[src/rtl/isa_pkg.sv]
// isa_pkg: ISA definitions shared by the fetch unit and the instruction decoder.
//   - opcode constants for the instructions that the front end must know about
//   - is_two_byte(): instruction length decode, a pure function of the opcode
//   - fetch_state_e: fetch FSM state encoding
package isa_pkg;

   localparam int unsigned OP_W = 8;

   localparam logic [OP_W-1:0] OP_NOP      = 8'h00;
   localparam logic [OP_W-1:0] OP_BRA      = 8'h20;
   localparam logic [OP_W-1:0] OP_BNE      = 8'h26;
   localparam logic [OP_W-1:0] OP_BEQ      = 8'h27;
   localparam logic [OP_W-1:0] OP_JMP      = 8'h7E;
   localparam logic [OP_W-1:0] OP_LDAA_IMM = 8'h86;
   localparam logic [OP_W-1:0] OP_LDAB_IMM = 8'h88;
   localparam logic [OP_W-1:0] OP_STAA_DIR = 8'h96;
   localparam logic [OP_W-1:0] OP_STAB_DIR = 8'h97;
   localparam logic [OP_W-1:0] OP_LDAA_DIR = 8'hB6;
   localparam logic [OP_W-1:0] OP_LDAB_DIR = 8'hB7;

   typedef enum logic [1:0] {
      StFetchOp,
      StFetchArg,
      StHold
   } fetch_state_e;

   // Opcodes carrying a one-byte operand; everything else (incl. NOP) is single-byte.
   function automatic logic is_two_byte(input logic [OP_W-1:0] opcode);
      logic two;
      case (opcode)
         OP_BRA, OP_BEQ, OP_BNE, OP_JMP,
         OP_LDAA_IMM, OP_LDAB_IMM,
         OP_STAA_DIR, OP_STAB_DIR,
         OP_LDAA_DIR, OP_LDAB_DIR: two = 1'b1;
         default:                  two = 1'b0;
      endcase
      return two;
   endfunction

endpackage

[src/rtl/instr_fetch_unit.sv]
// instr_fetch_unit: owns the PC, reads opcode (+ optional operand) bytes from the
// program ROM and presents assembled instructions to decode over valid/ready.
// Ports:
//   clk, reset        clock, synchronous active-high reset
//   rom_addr          ROM address (the PC register itself)
//   rom_data          combinational ROM read data for rom_addr
//   redirect_valid    one-cycle restart request from execute
//   redirect_addr     restart target
//   inst_valid        assembled instruction available (registered)
//   inst_ready        decoder accepts the instruction
//   inst_opcode       opcode byte
//   inst_operand      operand byte, 0x00 for single-byte opcodes
//   inst_has_operand  opcode is a two-byte instruction
//   inst_pc           address of the opcode byte
module instr_fetch_unit
   import isa_pkg::*;
#(
   parameter int unsigned        ADDR_W   = 7,
   parameter int unsigned        DATA_W   = 8,
   parameter logic [ADDR_W-1:0]  RESET_PC = '0
) (
   input  logic              clk,
   input  logic              reset,
   output logic [ADDR_W-1:0] rom_addr,
   input  logic [DATA_W-1:0] rom_data,
   input  logic              redirect_valid,
   input  logic [ADDR_W-1:0] redirect_addr,
   output logic              inst_valid,
   input  logic              inst_ready,
   output logic [DATA_W-1:0] inst_opcode,
   output logic [DATA_W-1:0] inst_operand,
   output logic              inst_has_operand,
   output logic [ADDR_W-1:0] inst_pc
);

   fetch_state_e      state_q, state_d;
   logic [ADDR_W-1:0] pc_q, pc_d;
   logic [ADDR_W-1:0] inst_pc_q, inst_pc_d;
   logic [DATA_W-1:0] opcode_q, opcode_d;
   logic [DATA_W-1:0] operand_q, operand_d;
   logic              has_op_q, has_op_d;
   logic              valid_q, valid_d;

   logic              two_byte;
   logic              handshake;
   logic [ADDR_W-1:0] pc_inc;

   assign two_byte  = is_two_byte(rom_data);
   assign handshake = valid_q & inst_ready;
   assign pc_inc    = pc_q + ADDR_W'(1);   // wraps modulo 2^ADDR_W

   // State register
   always_ff @(posedge clk) begin
      if (reset) begin
         state_q <= StFetchOp;
      end else begin
         state_q <= state_d;
      end
   end

   // Next-state logic; a redirect always restarts at the opcode fetch
   always_comb begin
      state_d = state_q;
      if (redirect_valid) begin
         state_d = StFetchOp;
      end else begin
         unique case (state_q)
            StFetchOp:  state_d = two_byte ? StFetchArg : StHold;
            StFetchArg: state_d = StHold;
            StHold:     state_d = handshake ? StFetchOp : StHold;
            default:    state_d = StFetchOp;
         endcase
      end
   end

   // Output / datapath next values. All inst_* are registered so they stay
   // frozen in StHold until the decoder takes the instruction.
   always_comb begin
      pc_d      = pc_q;
      inst_pc_d = inst_pc_q;
      opcode_d  = opcode_q;
      operand_d = operand_q;
      has_op_d  = has_op_q;
      valid_d   = valid_q;
      if (redirect_valid) begin
         // Partial instruction is dropped; stale inst_* are harmless while invalid
         pc_d    = redirect_addr;
         valid_d = 1'b0;
      end else begin
         unique case (state_q)
            StFetchOp: begin
               opcode_d  = rom_data;
               inst_pc_d = pc_q;
               pc_d      = pc_inc;
               has_op_d  = two_byte;
               if (!two_byte) begin
                  operand_d = '0;
               end
               valid_d = ~two_byte;
            end
            StFetchArg: begin
               operand_d = rom_data;
               pc_d      = pc_inc;
               valid_d   = 1'b1;
            end
            StHold: begin
               if (handshake) begin
                  valid_d = 1'b0;
               end
            end
            default: valid_d = 1'b0;
         endcase
      end
   end

   always_ff @(posedge clk) begin
      if (reset) begin
         pc_q      <= RESET_PC;
         inst_pc_q <= '0;
         opcode_q  <= '0;
         operand_q <= '0;
         has_op_q  <= 1'b0;
         valid_q   <= 1'b0;
      end else begin
         pc_q      <= pc_d;
         inst_pc_q <= inst_pc_d;
         opcode_q  <= opcode_d;
         operand_q <= operand_d;
         has_op_q  <= has_op_d;
         valid_q   <= valid_d;
      end
   end

   assign rom_addr         = pc_q;
   assign inst_valid       = valid_q;
   assign inst_opcode      = opcode_q;
   assign inst_operand     = operand_q;
   assign inst_has_operand = has_op_q;
   assign inst_pc          = inst_pc_q;

endmodule

[config.mk]
export PLATFORM = sky130hd
export DESIGN_NAME = instr_fetch_unit
export DESIGN_NICKNAME = d
export VERILOG_FILES = /design/src/rtl/isa_pkg.sv /design/src/rtl/instr_fetch_unit.sv
export SDC_FILE = /design/constraint.sdc
export NUM_CORES = 1
export LEC_CHECK = 0
export ABC_AREA = 1
export CAP_MARGIN = 30
export CORE_ASPECT_RATIO = 0.5
export CORE_UTILIZATION = 31
export DETAILED_ROUTE_END_ITERATION = 6
export DONT_BUFFER_PORTS = 1
export GPL_TIMING_DRIVEN = 0
export PLACE_DENSITY = 0.55
export SLEW_MARGIN = 30
export SYNTH_ARGS = -nofsm -noshare
export SYNTH_HDL_FRONTEND = slang
export SYNTH_SLANG_ARGS = --single-unit
[constraint.sdc]
create_clock -name clk -period 1.5 [get_ports clk]
set_input_delay 0.225 -clock clk [delete_from_list [all_inputs] [get_ports clk]]
set_output_delay 0.225 -clock clk [all_outputs]
set_load 0.05 [all_outputs]
==> flow_metrics.env <==
export IMPL_grt_pass1_wl_mm=6.11
export IMPL_relSlewSlack=0.581
export IMPL_area_growth_pct=15.7
export IMPL_grt_met1_usage=0.168
export IMPL_critPathKind="register to register"
export IMPL_num_vias=1427
export IMPL_rsz0062_at_grt="false"
export IMPL_status="finished, final reports clean"
export IMPL_crit_path_max_fanout=5
export IMPL_worstSetupEndpointType="register"
export IMPL_max_stage_delay_ps=470
export IMPL_synthTopCellsByArea="dfxtp_1 (42%), nand2_1 (9.7%), nor2_1 (5.8%)"
export IMPL_core_area_sq_mm=0.00498
export IMPL_worstPathCellList="ha_1 > nand3_1 > nor3_2 > xor2_1 > nand2_1 > a31oi_1"
export IMPL_intPower_w=0.00173
export IMPL_avgSynthCellArea_sq_um=7.31
export IMPL_ir_worst_vdd_mv=0.411
export IMPL_sw_frac_of_total=0.310
export IMPL_yosysUniqueCellTypes=25
export IMPL_cp_depth=6
export IMPL_via_per_inst=4.74
export IMPL_p_leak_nw=0.831
export IMPL_worstPathArrival_ps=1600
export IMPL_fp_dieArea_sq_mm=0.00555
export IMPL_cts_tree="built"
export IMPL_p_per_area_mw_per_mm2=1340
export IMPL_layout_setup_ws_ps=119
export IMPL_clock_fmax_mhz=724
export IMPL_track_usage=0.145
export IMPL_use_met2=0.238
export IMPL_cts_num_sinks=34
export IMPL_cp_slowest_cell="dfxtp_4"
export IMPL_postRouteAntennaNets=0
export IMPL_rows=18
export IMPL_final_area_sq_mm=0.00188
export IMPL_worst_pin_slew_ps=627
export IMPL_finalHoldViolCount=0
export IMPL_htreeDepth=2
export IMPL_finalNetCount=250
export IMPL_hpwl_mm=2.99
export IMPL_min_period_ps=1380
export IMPL_synthCells=222
export IMPL_final_setup_tns_ps=0
export IMPL_combPwrFrac=0.097
export IMPL_grt_max_degree=13
export IMPL_cts_buffers_inserted=5
export IMPL_die_x_microns=104
export IMPL_slew_violations=0
export IMPL_gr_total_overflow=0
export IMPL_crit_buf_inv=0
export IMPL_globalplace_congestion=0.825
export IMPL_met3_usage=0.0628
export IMPL_drt_iter0_drc=40
export IMPL_start_util=0.326
export IMPL_pre_cts_ws_ps=-87.2
export IMPL_hp_class="input pin to register"
export IMPL_diodes=0
export IMPL_grt_pass1_vias=1286
export IMPL_setup_viol=0
export IMPL_antenna_found_initial=0
export IMPL_drive_above_1_share=0.221
export IMPL_timing_hold_ws_ps=84.4
export IMPL_clkPwrFrac=0.405
export IMPL_dpl_cell_area_sq_mm=0.00171
export IMPL_cts_buffer_depth=2
export IMPL_cp_start_kind="register"
export IMPL_skew_ps=9.28
export IMPL_switching_power_w=0.000780
export IMPL_yosys_warnings=0
export IMPL_io_pins=51
export IMPL_worstSkewPairLatency_ps=290
export IMPL_synth_area_sq_mm=0.00162
export IMPL_io_buffers=0
export IMPL_ys_seq_elements=34
export IMPL_grt_busiest_layer="met2"
export IMPL_die_h_microns=53.2
export IMPL_period_share=0.921
export IMPL_seqPwrFrac=0.498
export IMPL_hold_depth=2
export IMPL_maxCapViolCount=0
export IMPL_synth_nets=242
export IMPL_dr_pass1_iters=4
export IMPL_clkTransAtPathRegs_ps=70
export IMPL_avgRoutedWirePerCell_microns=12.7
export IMPL_cts_root_buf="clkbuf_8"
export IMPL_routed_wl_mm=3.83
export IMPL_reg2reg_depth=6
export IMPL_cp_top_family="flip-flops"
export IMPL_yosys_area_top_type="dfxtp_1"
export IMPL_synth_top_cell_area_share=0.419
export IMPL_ys_seq_area_frac=0.419
export IMPL_drc=0
export IMPL_required_ps=1720
## per-layer routing
metal	wire (microns)	up-vias
met4	67	0
met5	0	-
met2	1740	31
li1	-	733
met3	337	8
met1	1690	655
## cells in the final DEF (no fill, tap or decap), drive strengths merged
master | netlist | final
nor3 | 3 | 3
dlygate4sd3 | 0 | 1
o21ai | 21 | 21
nor2 | 30 | 30
nand3 | 21 | 21
a21boi | 1 | 1
xor2 | 5 | 5
a31oi | 2 | 2
nand4 | 1 | 1
nand2 | 45 | 45
clkinv | 0 | 1
dfxtp | 34 | 34
a21oi | 24 | 24
bufinv | 0 | 2
inv | 24 | 24
clkbuf | 3 | 9
ha | 1 | 1
buf | 7 | 6
## timing repair
| item | 4_1_cts | 5_1_grt |
|---|---|---|
| endpoints found under the setup margin | 2 | 11 |
| hold endpoints to repair | 2 | 0 |
| gates resized for setup | 6 | 2 |
| hold buffers | 1 | 0 |
| setup buffers | 0 | 0 |
## worst reg2reg max path, cell delays in order, from the launching register on
cell     delay, ps
dfxtp_4        470
ha_1           210
nand3_1        110
nor3_2         160
xor2_1         170
nand2_1         70
a31oi_1        120
## final cells by class
class | instances | area, sq um
multi-input combinational | 154 | 790
inverter | 24 | 90.1
tap | 70 | 87.6
fill | 521 | 3100
clock inverter | 3 | 68.8
buffer | 10 | 70.1
timing repair buffer | 1 | 10.0
clock buffer | 5 | 68.8
sequential | 34 | 693
## sequential cells by signal, summed over array words and instances (netlist names)
signal / count
state_q: 2
inst_operand: 8
inst_valid: 1
inst_pc: 7
inst_opcode: 8
rom_addr: 7
inst_has_operand: 1
## path summary, 6_finish.rpt
kind / startpoint / to / slack, ps
hold reg to reg: state_q[1] / state_q[1] / 600
setup reg to reg: rom_addr[1] / rom_addr[6] / 120
hold / removal: rom_data[1] / inst_opcode[1] / 80
setup / recovery: rom_addr[1] / rom_addr[6] / 120
## Yosys cell counts, drive strengths merged
library cell	number
xor2	5
o21ai	21
dfxtp	34
nand4	1
nor3	3
clkbuf	3
a31oi	2
nand3	21
ha	1
a21oi	24
nor2	30
inv	24
buf	7
nand2	45
a21boi	1
## power groups by stage
stage | clock network [W] | logic, W | registers (W)
after global placement | 0 | 0.000236 | 0.00127
after floorplan | 0 | 0.000199 | 0.00126
after detailed placement | 0 | 0.000240 | 0.00127
final | 0.00102 | 0.000244 | 0.00125
after global routing | 0.00109 | 0.000279 | 0.00126
after CTS | 0.00104 | 0.000244 | 0.00125
## kinds of logic (layout without fill, tap and decap cells)
| kind of cell | Yosys count | in the layout | synth area share |
|---|---|---|---|
| adders and majority gates | 1 | 1 | 0.00771 |
| xor gates and xnor gates | 5 | 5 | 0.0270 |
| and+or+nand+nor | 100 | 100 | 0.279 |
| DFF | 34 | 34 | 0.419 |
| buffers and inverters | 34 | 43 | 0.0972 |
| AOI/OAI and AO/OA | 48 | 48 | 0.170 |
## stage by stage
step / util / std cells / power, W
floorplan: - / 222 / 0.00145
global placement: 0.344 / 292 / 0.00151
detailed placement: 0.344 / 292 / 0.00151
CTS: 0.376 / 301 / 0.00254
global route: 0.377 / 301 / 0.00263
finish: 0.377 / 301 / 0.00251
(Power assumes the default switching activity.)
